## config.mk

```make
export PLATFORM = sky130hd
export DESIGN_NAME = sdram_arbiter_flat
export DESIGN_NICKNAME = d
export VERILOG_FILES = /design/src/rtl/sdram_arbiter_if.sv /design/src/rtl/sdram_arbiter.sv /design/src/flat_wrapper.sv
export SDC_FILE = /design/constraint.sdc
export NUM_CORES = 1
export LEC_CHECK = 0
export CORE_UTILIZATION = 45
export CTS_CLUSTER_SIZE = 40
export DETAILED_ROUTE_END_ITERATION = 16
export GPL_ROUTABILITY_DRIVEN = 0
export PLACE_DENSITY_LB_ADDON = 0.05
export SKIP_CTS_REPAIR_TIMING = 1
export SLEW_MARGIN = 20
export SYNTH_ARGS = -nofsm -noshare
export SYNTH_HDL_FRONTEND = slang
export SYNTH_SLANG_ARGS = --single-unit
```

## constraint.sdc

```tcl
create_clock -name clk_sys -period 4.02 [get_ports clk_sys]
set_input_delay 0.603 -clock clk_sys [delete_from_list [all_inputs] [get_ports clk_sys]]
set_output_delay 0.603 -clock clk_sys [all_outputs]
set_load 0.02 [all_outputs]
```

## src/rtl/sdram_arbiter_if.sv

```systemverilog
// Requester and SDRAM-controller signal bundle for sdram_arbiter.
// The arbiter connects through the slave modport; the surrounding logic uses master.
interface sdram_arbiter_if;
  logic        vid_req;
  logic [22:0] vid_addr;
  logic        vid_ack;
  logic [15:0] vid_data;
  logic        cpu_rd;
  logic        cpu_wr;
  logic [22:0] cpu_addr;
  logic [1:0]  cpu_bank;
  logic [7:0]  cpu_din;
  logic [7:0]  cpu_dout;
  logic        cpu_wait;
  logic        ldr_wr;
  logic [22:0] ldr_addr;
  logic [1:0]  ldr_bank;
  logic [7:0]  ldr_din;
  logic        ldr_busy;
  logic        ldr_overrun;
  logic        mem_req;
  logic        mem_we;
  logic [22:0] mem_addr;
  logic [1:0]  mem_bank;
  logic [7:0]  mem_din;
  logic        mem_ack;
  logic [15:0] mem_dout;
  logic        err;

  modport slave (
    input  vid_req, vid_addr, cpu_rd, cpu_wr, cpu_addr, cpu_bank, cpu_din,
           ldr_wr, ldr_addr, ldr_bank, ldr_din, mem_ack, mem_dout,
    output vid_ack, vid_data, cpu_dout, cpu_wait, ldr_busy, ldr_overrun,
           mem_req, mem_we, mem_addr, mem_bank, mem_din, err
  );

  modport master (
    output vid_req, vid_addr, cpu_rd, cpu_wr, cpu_addr, cpu_bank, cpu_din,
           ldr_wr, ldr_addr, ldr_bank, ldr_din, mem_ack, mem_dout,
    input  vid_ack, vid_data, cpu_dout, cpu_wait, ldr_busy, ldr_overrun,
           mem_req, mem_we, mem_addr, mem_bank, mem_din, err
  );
endinterface

```

## src/rtl/sdram_arbiter.sv

```systemverilog
// Fixed-priority SDRAM channel arbiter (video > CPU > loader) with loader
// starvation override and an acknowledge watchdog.
module sdram_arbiter #(
  parameter int unsigned STARVE_MAX = 15,
  parameter int unsigned TIMEOUT    = 63
) (
  input logic            clk_sys,
  input logic            reset_n,
  sdram_arbiter_if.slave bus
);
  typedef enum logic {IDLE, BUSY} state_t;
  typedef enum logic [1:0] {W_NONE, W_VID, W_CPU, W_LDR} src_t;

  state_t      state_q;
  src_t        gnt_q, win;
  logic        mem_req_q, mem_we_q;
  logic [22:0] mem_addr_q;
  logic [1:0]  mem_bank_q;
  logic [7:0]  mem_din_q;
  logic        vid_ack_q;
  logic [15:0] vid_data_q;
  logic [7:0]  cpu_dout_q;
  logic        cpu_done_q;
  logic        ldr_full_q, ldr_ovr_q;
  logic [22:0] ldr_addr_q;
  logic [1:0]  ldr_bank_q;
  logic [7:0]  ldr_din_q;
  logic [7:0]  starve_q, wd_q;
  logic        err_q;

  logic cpu_req, cpu_pend, ack_now, ldr_free, force_ldr;

  assign cpu_req   = bus.cpu_rd | bus.cpu_wr;
  assign cpu_pend  = cpu_req & ~cpu_done_q;
  assign ack_now   = (state_q == BUSY) & bus.mem_ack;
  assign ldr_free  = ack_now & (gnt_q == W_LDR);
  assign force_ldr = ldr_full_q & (starve_q == 8'(STARVE_MAX));

  always_comb begin
    win = W_NONE;
    if (force_ldr)          win = W_LDR;
    else if (bus.vid_req)   win = W_VID;
    else if (cpu_pend)      win = W_CPU;
    else if (ldr_full_q)    win = W_LDR;
  end

  always_ff @(posedge clk_sys or negedge reset_n) begin
    if (!reset_n) begin
      state_q    <= IDLE;
      gnt_q      <= W_NONE;
      mem_req_q  <= 1'b0;
      mem_we_q   <= 1'b0;
      mem_addr_q <= '0;
      mem_bank_q <= '0;
      mem_din_q  <= '0;
      vid_ack_q  <= 1'b0;
      vid_data_q <= '0;
      cpu_dout_q <= '0;
      cpu_done_q <= 1'b0;
      ldr_full_q <= 1'b0;
      ldr_ovr_q  <= 1'b0;
      ldr_addr_q <= '0;
      ldr_bank_q <= '0;
      ldr_din_q  <= '0;
      starve_q   <= '0;
      wd_q       <= '0;
      err_q      <= 1'b0;
    end else begin
      vid_ack_q <= 1'b0;
      err_q     <= 1'b0;
      if (!cpu_req) cpu_done_q <= 1'b0;

      // A strobe landing on the cycle the buffer drains refills it.
      if (bus.ldr_wr && (!ldr_full_q || ldr_free)) begin
        ldr_full_q <= 1'b1;
        ldr_addr_q <= bus.ldr_addr;
        ldr_bank_q <= bus.ldr_bank;
        ldr_din_q  <= bus.ldr_din;
      end else begin
        if (ldr_free)   ldr_full_q <= 1'b0;
        if (bus.ldr_wr) ldr_ovr_q  <= 1'b1;
      end

      if (!ldr_full_q) starve_q <= '0;
      else if (state_q == IDLE) begin
        if (win == W_LDR)            starve_q <= '0;
        else if (starve_q != 8'hFF)  starve_q <= starve_q + 8'd1;
      end

      case (state_q)
        IDLE: if (win != W_NONE) begin
          state_q   <= BUSY;
          gnt_q     <= win;
          mem_req_q <= 1'b1;
          wd_q      <= '0;
          case (win)
            W_VID: begin
              mem_we_q <= 1'b0; mem_addr_q <= bus.vid_addr;
              mem_bank_q <= 2'd0; mem_din_q <= 8'd0;
            end
            W_CPU: begin
              mem_we_q <= bus.cpu_wr; mem_addr_q <= bus.cpu_addr;
              mem_bank_q <= bus.cpu_bank; mem_din_q <= bus.cpu_din;
            end
            default: begin
              mem_we_q <= 1'b1; mem_addr_q <= ldr_addr_q;
              mem_bank_q <= ldr_bank_q; mem_din_q <= ldr_din_q;
            end
          endcase
        end
        BUSY: if (bus.mem_ack) begin
          state_q   <= IDLE;
          mem_req_q <= 1'b0;
          if (gnt_q == W_VID) begin
            vid_data_q <= bus.mem_dout;
            vid_ack_q  <= 1'b1;
          end
          if (gnt_q == W_CPU) begin
            if (cpu_req) cpu_done_q <= 1'b1;
            if (!mem_we_q)
              cpu_dout_q <= mem_addr_q[0] ? bus.mem_dout[15:8] : bus.mem_dout[7:0];
          end
        end else if (wd_q == 8'(TIMEOUT - 1)) begin
          // Abandon the grant; the loader entry stays buffered for a retry.
          state_q   <= IDLE;
          mem_req_q <= 1'b0;
          err_q     <= 1'b1;
        end else begin
          wd_q <= wd_q + 8'd1;
        end
        default: state_q <= IDLE;
      endcase
    end
  end

  assign bus.mem_req     = mem_req_q;
  assign bus.mem_we      = mem_we_q;
  assign bus.mem_addr    = mem_addr_q;
  assign bus.mem_bank    = mem_bank_q;
  assign bus.mem_din     = mem_din_q;
  assign bus.vid_ack     = vid_ack_q;
  assign bus.vid_data    = vid_data_q;
  assign bus.cpu_dout    = cpu_dout_q;
  assign bus.cpu_wait    = cpu_pend;
  assign bus.ldr_busy    = ldr_full_q;
  assign bus.ldr_overrun = ldr_ovr_q;
  assign bus.err         = err_q;
endmodule

```

## src/flat_wrapper.sv

```systemverilog
// flat-port wrapper written by rule: the top's interface ports become plain ports
module sdram_arbiter_flat 
#(
  parameter int unsigned STARVE_MAX = 15,
  parameter int unsigned TIMEOUT    = 63
)
  (clk_sys, reset_n, bus_vid_req, bus_vid_addr, bus_cpu_rd, bus_cpu_wr, bus_cpu_addr, bus_cpu_bank, bus_cpu_din, bus_ldr_wr, bus_ldr_addr, bus_ldr_bank, bus_ldr_din, bus_mem_ack, bus_mem_dout, bus_vid_ack, bus_vid_data, bus_cpu_dout, bus_cpu_wait, bus_ldr_busy, bus_ldr_overrun, bus_mem_req, bus_mem_we, bus_mem_addr, bus_mem_bank, bus_mem_din, bus_err);
  sdram_arbiter_if bus_i ();
  input logic clk_sys;
  input logic reset_n;
  input wire logic [$bits(bus_i.vid_req)-1:0] bus_vid_req;
  input wire logic [$bits(bus_i.vid_addr)-1:0] bus_vid_addr;
  input wire logic [$bits(bus_i.cpu_rd)-1:0] bus_cpu_rd;
  input wire logic [$bits(bus_i.cpu_wr)-1:0] bus_cpu_wr;
  input wire logic [$bits(bus_i.cpu_addr)-1:0] bus_cpu_addr;
  input wire logic [$bits(bus_i.cpu_bank)-1:0] bus_cpu_bank;
  input wire logic [$bits(bus_i.cpu_din)-1:0] bus_cpu_din;
  input wire logic [$bits(bus_i.ldr_wr)-1:0] bus_ldr_wr;
  input wire logic [$bits(bus_i.ldr_addr)-1:0] bus_ldr_addr;
  input wire logic [$bits(bus_i.ldr_bank)-1:0] bus_ldr_bank;
  input wire logic [$bits(bus_i.ldr_din)-1:0] bus_ldr_din;
  input wire logic [$bits(bus_i.mem_ack)-1:0] bus_mem_ack;
  input wire logic [$bits(bus_i.mem_dout)-1:0] bus_mem_dout;
  output wire logic [$bits(bus_i.vid_ack)-1:0] bus_vid_ack;
  output wire logic [$bits(bus_i.vid_data)-1:0] bus_vid_data;
  output wire logic [$bits(bus_i.cpu_dout)-1:0] bus_cpu_dout;
  output wire logic [$bits(bus_i.cpu_wait)-1:0] bus_cpu_wait;
  output wire logic [$bits(bus_i.ldr_busy)-1:0] bus_ldr_busy;
  output wire logic [$bits(bus_i.ldr_overrun)-1:0] bus_ldr_overrun;
  output wire logic [$bits(bus_i.mem_req)-1:0] bus_mem_req;
  output wire logic [$bits(bus_i.mem_we)-1:0] bus_mem_we;
  output wire logic [$bits(bus_i.mem_addr)-1:0] bus_mem_addr;
  output wire logic [$bits(bus_i.mem_bank)-1:0] bus_mem_bank;
  output wire logic [$bits(bus_i.mem_din)-1:0] bus_mem_din;
  output wire logic [$bits(bus_i.err)-1:0] bus_err;
  assign bus_i.vid_req = bus_vid_req;
  assign bus_i.vid_addr = bus_vid_addr;
  assign bus_i.cpu_rd = bus_cpu_rd;
  assign bus_i.cpu_wr = bus_cpu_wr;
  assign bus_i.cpu_addr = bus_cpu_addr;
  assign bus_i.cpu_bank = bus_cpu_bank;
  assign bus_i.cpu_din = bus_cpu_din;
  assign bus_i.ldr_wr = bus_ldr_wr;
  assign bus_i.ldr_addr = bus_ldr_addr;
  assign bus_i.ldr_bank = bus_ldr_bank;
  assign bus_i.ldr_din = bus_ldr_din;
  assign bus_i.mem_ack = bus_mem_ack;
  assign bus_i.mem_dout = bus_mem_dout;
  assign bus_vid_ack = bus_i.vid_ack;
  assign bus_vid_data = bus_i.vid_data;
  assign bus_cpu_dout = bus_i.cpu_dout;
  assign bus_cpu_wait = bus_i.cpu_wait;
  assign bus_ldr_busy = bus_i.ldr_busy;
  assign bus_ldr_overrun = bus_i.ldr_overrun;
  assign bus_mem_req = bus_i.mem_req;
  assign bus_mem_we = bus_i.mem_we;
  assign bus_mem_addr = bus_i.mem_addr;
  assign bus_mem_bank = bus_i.mem_bank;
  assign bus_mem_din = bus_i.mem_din;
  assign bus_err = bus_i.err;
  sdram_arbiter #(.STARVE_MAX(STARVE_MAX), .TIMEOUT(TIMEOUT)) u_core (.clk_sys(clk_sys), .reset_n(reset_n), .bus(bus_i));
endmodule
```

==> results of run 1 <==
-- power groups by stage --
stage               Clock (µW)  Sequential (µW)  Combinational (µW)
finish                    1620             2140                2500
floorplan                    0             2390                1160
CTS                       1650             2130                2530
global placement             0             2120                2460
detailed placement           0             2140                2510
global route              1700             2210                2720
-- path summary, 6_finish.rpt --
| check | from | endpoint | cells after the start |
|---|---|---|---|
| max in group asynchronous | reset_n | u_core.bus.mem_addr[8] | 2 |
| worst max-delay path | bus_cpu_wr | bus_cpu_wait | 4 |
| worst min register to register | u_core.bus.ldr_overrun | u_core.bus.ldr_overrun | 1 |
| worst min-delay path | reset_n | u_core.starve_q[5] | 1 |
| worst max register to register | u_core.bus.ldr_busy | u_core.bus.mem_din[1] | 4 |
| min in group clk_sys | u_core.bus.ldr_overrun | u_core.bus.ldr_overrun | 1 |
-- kinds of logic (layout without fill, tap and decap cells) --
family / after synthesis / after routing / synth area share [%]
AOI/OAI and AO/OA: 123 / 123 / 16.06
xor gates and xnor gates: 2 / 2 / 0.3341
DFF: 116 / 116 / 55.36
buffers and inverters: 37 / 220 / 3.221
adders and majority gates: 3 / 3 / 0.7159
muxes: 58 / 58 / 12.24
and+or+nand+nor: 131 / 131 / 12.07
-- synthesized netlist by cell type, types with 4 or more instances --
library cell	instances	area share (%)
o21ai_0	6	0.57
mux2i_1	9	1.7
clkbuf_1	9	0.64
a21o_1	4	0.57
a21oi_1	60	5.7
nand3_1	18	1.7
mux2_2	49	11
or3_1	4	0.48
buf_1	5	0.36
nor2_1	49	3.5
buf_2	11	1.0
nand2_1	35	2.5
inv_1	8	0.57
dfrtp_1	116	55
a221oi_1	24	4.0
-- per-layer routing --
layer / part of all wire, % / up-vias / GRT usage, %
li1: - / 2054 / -
met1: 41 / 2177 / 29.68
met2: 50 / 146 / 39.82
met3: 6.5 / 29 / 8.062
met4: 2.5 / 0 / 10.95
met5: 0 / - / 0
-- area by class of cell --
type	instances	area (µm²)
Clock buffer	20	446.7
Clock inverter	11	182.7
Fill cell	897	3625
Inverter	8	30.03
Multi-Input combinational cell	317	2197
Sequential cell	116	2903
Tap cell	143	178.9
Timing Repair Buffer	181	1807
-- critical path: stages --
cell and delay (ns):
clkdlybuf4s50_1 0.46, o21bai_2 0.47, inv_1 0.30, clkdlybuf4s50_1 0.62
-- state kept, by name, indices dropped and copies added, names as in the netlist, 8 cells and up --
name	flops
u_core.bus.cpu_dout	8
u_core.bus.mem_addr	23
u_core.bus.mem_din	8
u_core.bus.vid_data	16
u_core.ldr_addr_q	23
u_core.ldr_din_q	8
u_core.starve_q	8
u_core.wd_q	8
-- per-stage QoR --
stage          worst slack, ns  total power, µW
6_report                0.9561             6254
3_5_place_dp            0.9659             4648
2_1_floorplan            2.087             3554
4_1_cts                 0.9678             6310
3_3_place_gp            0.9755             4578
5_1_grt                 0.8855             6626
==> impl_metrics.csv, run 1 <==
group,metric,value,unit
synth,synthCells,470,
power,p_leak,0.003209,µW
cells_and_area,nets,756,
cells_and_area,stdcell_area,0.007745,mm²
synth,yosysSeqAreaShare,55.36,%
floorplanning,start_util,46.12,%
clocking,worstSkewPairLatency,0.41,ns
routing,via_count,4406,
routing,dr.pass1.iters,4,
routing,drc,0,
sta,slew_headroom,33.48,%
routing,antenna_left,0,
placement,port_buffers,175,
synth,synth_seq_cells,116,
min_path,worstHoldPathType,"in2async",
cells_and_area,layout-drive-gt1-share,14.70,%
global_route,grt_pass1_vias,4424,
sta,post-route-min-period,3.064,ns
synth,ys_types,56,
floorplanning,core_region_area,0.01137,mm²
worst_setup_path,crit_type,"in2out",
floorplanning,die_area,0.01209,mm²
synth,yosys_warnings,0,
floorplanning,io_pins,176,
clocking,cts_made_buffers,17,
synth,syn-cell-area,0.005244,mm²
synth,avgSynthCellArea,11.16,µm²
cells_and_area,area_growth,47.70,%
power,ir_drop,436.5,µV
sta,setup_tns,0,ns
synth,synth_edf_count,0,
floorplanning,std_cell_rows,39,
power,comb_power_share,40.0,%
run,maxCapViolations,0,
worst_setup_path,crit_arrival,2.46,ns
cells_and_area,final_cells,796,
floorplanning,die_h,110.0,µm
power,p_int,4073,µW
routing,viasPerCell,5.535,
placement,placed_area,0.007113,mm²
worst_setup_path,cp-end-kind,"output pin",
cells_and_area,layout_commonest_cell,"clkdlybuf4s50_1",
sta,finalSetupViolations,0,
power,pwr-share-seq,34.1,%
clocking,clkTransAtPathRegs,0.05,ns
clocking,cts_tree,"done",
clocking,clkSinkCount,116,
power,powerDensity,807.6,mW/mm²
power,switching_share,34.88,%
clocking,root_buffer,"clkbuf_16",
routing,first_iter_violations,324,
routing,wl_per_cell,17.59,µm
worst_setup_path,cp_data_required_time,3.42,ns
placement,dp.cells,765,
floorplanning,die-width,110.0,µm
synth,dominantRegCellSynth,"dfrtp_1",
routing,routed_wl,14000,µm
cells_and_area,num_antenna_cells,0,
global_route,grt_max_degree,73,
sta,rsz0062_at_grt,"no",
cells_and_area,final_cell_mix,"clkdlybuf4s50_1, dfrtp_1, a21oi_1",
sta,timing.hold.ws,0.3340,ns
global_route,antenna_found_initial,0,
sta,min_period_over_period,76.22,%
sta,hold_viol,0,
worst_setup_path,worst-path-max-fanout,10,
clocking,htree_num_levels,4,
clocking,clockBufferDepth,2,
cells_and_area,utilization,68.12,%
global_route,grt_pass1_wl,22000,µm
sta,fin_worst_skew,0.005391,ns
sta,fmax,326.4,MHz
worst_setup_path,r2r_setup_slack,1.47,ns
global_route,track_usage,24.53,%
sta,worstMarginPinSlew,0.9911,ns
power,p_switching,2182,µW
synth,async_reset_ff_share,100.0,%
global_route,overflow,0,
synth,synth_fp_nets,585,
sta,drv_slew,0,
run_status,run_status,"complete, no violations",
placement,dp_hpwl,9295,µm
worst_setup_path,cp-start-kind,"input port",
power,p_clk_share,25.9,%
Power figures use the tool's default switching activity.
==> run 2: changes to the inputs <==
--- a/config.mk
+++ b/config.mk
@@ -5,7 +5,7 @@
 export SDC_FILE = /design/constraint.sdc
 export NUM_CORES = 1
 export LEC_CHECK = 0
-export CORE_UTILIZATION = 45
+export CORE_UTILIZATION = 41
 export CTS_CLUSTER_SIZE = 40
 export DETAILED_ROUTE_END_ITERATION = 16
 export GPL_ROUTABILITY_DRIVEN = 0
==> constraint.sdc (replaced) <==
create_clock -name clk_sys -period 2.59 [get_ports clk_sys]
set_input_delay 0.3885 -clock clk_sys [delete_from_list [all_inputs] [get_ports clk_sys]]
set_output_delay 0.3885 -clock clk_sys [all_outputs]
set_load 0.02 [all_outputs]
==> run 2 against run 1 <==
  * Routed wire length rose by 0.81%
  * Cell area rose by 1.5%
  * Sequential power rose by 50%
  * Sequential share of layout area fell by 0.55 points
  * Core utilization fell by 4.0 points
  * Via count rose by 1.4%
  * Critical path depth did not move
  * Clock skew rose by 0.00053 ns
  * Total power rose by 53%
  * Non-clock buffer count rose by 12
  * Critical path type is now reg2reg
  * Highest routed layer unchanged
==> impl_metrics.csv, run 2 (synthesis gave the netlist of run 1 again) <==
group,metric,value,unit
global_route,grt_pass1_wl,22650,µm
clocking,cts_made_buffers,17,
placement,pre_cts_ws,0.2834,ns
sta,timing.hold.ws,0.003610,ns
clocking,root_buffer,"clkbuf_16",
run_status,run_status,"complete, no violations",
routing,antenna_left,0,
sta,slew_headroom,50.59,%
sta,min_period_over_period,86.35,%
power,ir_drop,680.8,µV
routing,first_iter_violations,240,
routing,routed_wl,14110,µm
run,maxCapViolations,0,
routing,drc,0,
cells_and_area,regArea,0.002903,mm²
global_route,grt_pass1_vias,4544,
min_path,worstHoldPathType,"in2async",
sta,post-route-min-period,2.236,ns
sta,rsz0062_at_grt,"no",
cells_and_area,num_antenna_cells,0,
cells_and_area,multi_input_area,0.002203,mm²
floorplanning,start_util,42.77,%
floorplanning,die_h,115.1,µm
cells_and_area,fillers,1017,
power,powerDensity,1220,mW/mm²
placement,dp_hpwl,9830,µm
clocking,worstSkewPairLatency,0.40,ns
placement,placed_area,0.007281,mm²
worst_setup_path,crit_path_max_incr_delay,0.64,ns
worst_setup_path,crit_chain,"or4b_4, o22ai_4, a221oi_1, a21oi_1",
clocking,htree_num_levels,4,
worst_setup_path,crit_buf_inv,0,
cells_and_area,stdcell_area,0.007861,mm²
worst_setup_path,crit_arrival,2.56,ns
worst_setup_path,worst-path-max-fanout,23,
sta,worstMarginPinSlew,0.7412,ns
worst_setup_path,cp-end-kind,"flop",
cells_and_area,area_growth,49.92,%
cells_and_area,utilization,64.11,%
worst_setup_path,path_delay_family,"compound AO/OA/AOI/OAI gates",
floorplanning,core_region_area,0.01226,mm²
clocking,clockBufferDepth,2,
clocking,clkTransAtPathRegs,0.05,ns
sta,setup_slack,0.3536,ns
floorplanning,io_pins,176,
power,p_leak,0.003250,µW
routing,viasPerCell,5.357,
cells_and_area,layout_commonest_cell,"clkdlybuf4s50_1",
clocking,cts_tree,"done",
worst_setup_path,slowest_stage,"or4b_4",
sta,fmax,447.1,MHz
sta,hold_viol,0,
placement,port_buffers,175,
worst_setup_path,crit_type,"reg2reg",
worst_setup_path,cp_data_required_time,2.91,ns
worst_setup_path,cp-start-kind,"flop",
clocking,clkSinkCount,116,
sta,setup_tns,0,ns
sta,fin_worst_skew,0.005925,ns
floorplanning,std_cell_rows,40,
routing,dr.pass1.iters,4,
global_route,track_usage,22.52,%
routing,via_count,4468,
global_route,overflow,0,
cells_and_area,nets,768,
floorplanning,die_area,0.01325,mm²
routing,wl_per_cell,16.92,µm
sta,drv_slew,0,
cells_and_area,layout-drive-gt1-share,16.22,%
sta,finalSetupViolations,0,
global_route,antenna_found_initial,0,
floorplanning,die-width,115.1,µm
global_route,grt_max_degree,57,
cells_and_area,final_cell_mix,"clkdlybuf4s50_1, dfrtp_1, a21oi_1",
-- run 2: cell types whose count changed in the layout (fill, tap and decap cells not counted), sizes merged --
cell | before | now
bufinv | 5 | 2
clkbuf | 20 | 23
clkinvlp | 1 | 3
clkinv | 5 | 4
buf | 7 | 19
-- run 2: final timing paths --
kind | start | endpoint | slack [ns] | depth (start not counted)
worst max-delay path | u_core.starve_q[5] | u_core.bus.mem_addr[3] | 0.35 | 4
worst min-delay path | reset_n | u_core.starve_q[7] | 0.004 | 1
worst max register to register | u_core.starve_q[5] | u_core.bus.mem_addr[3] | 0.35 | 4
worst min register to register | u_core.bus.ldr_overrun | u_core.bus.ldr_overrun | 0.47 | 1
max in group asynchronous | reset_n | u_core.wd_q[1] | 1.85 | 2
min in group clk_sys | u_core.bus.ldr_overrun | u_core.bus.ldr_overrun | 0.47 | 1
-- run 2: layout make-up --
cell class	instances	area share, %
Inverter	8	0.3820
Multi-Input combinational cell	317	28.03
Clock buffer	23	6.080
Sequential cell	116	36.92
Tap cell	168	2.674
Timing Repair Buffer	193	24.61
Clock inverter	9	1.305
-- run 2: through the flow --
step / total power, µW / std cells
3_3_place_gp: 7242 / 802
4_1_cts: 9677 / 834
5_1_grt: 10170 / 834
2_1_floorplan: 5516 / 470
6_report: 9587 / 834
3_5_place_dp: 7359 / 802
-- run 2: metal layers --
metal | global-route usage [%] | part of all wire (%) | up-vias
met5 | 0 | 0 | -
met4 | 9.697 | 1.6 | 0
met3 | 7.116 | 7.2 | 17
met2 | 35.58 | 49 | 168
met1 | 28.54 | 43 | 2196
li1 | - | - | 2087
-- run 2: where the power goes --
part / internal, µW / switching (µW) / total, µW
logic: 2040 / 2050 / 4090
clock network: 1480 / 792 / 2280
registers: 2670 / 551 / 3220
-- run 2: worst register-to-register path, cell delays in order (launching register included) --
cell	delay [ns]
dfrtp_1	0.48
or4b_4	0.64
o22ai_4	0.59
a221oi_1	0.24
a21oi_1	0.21
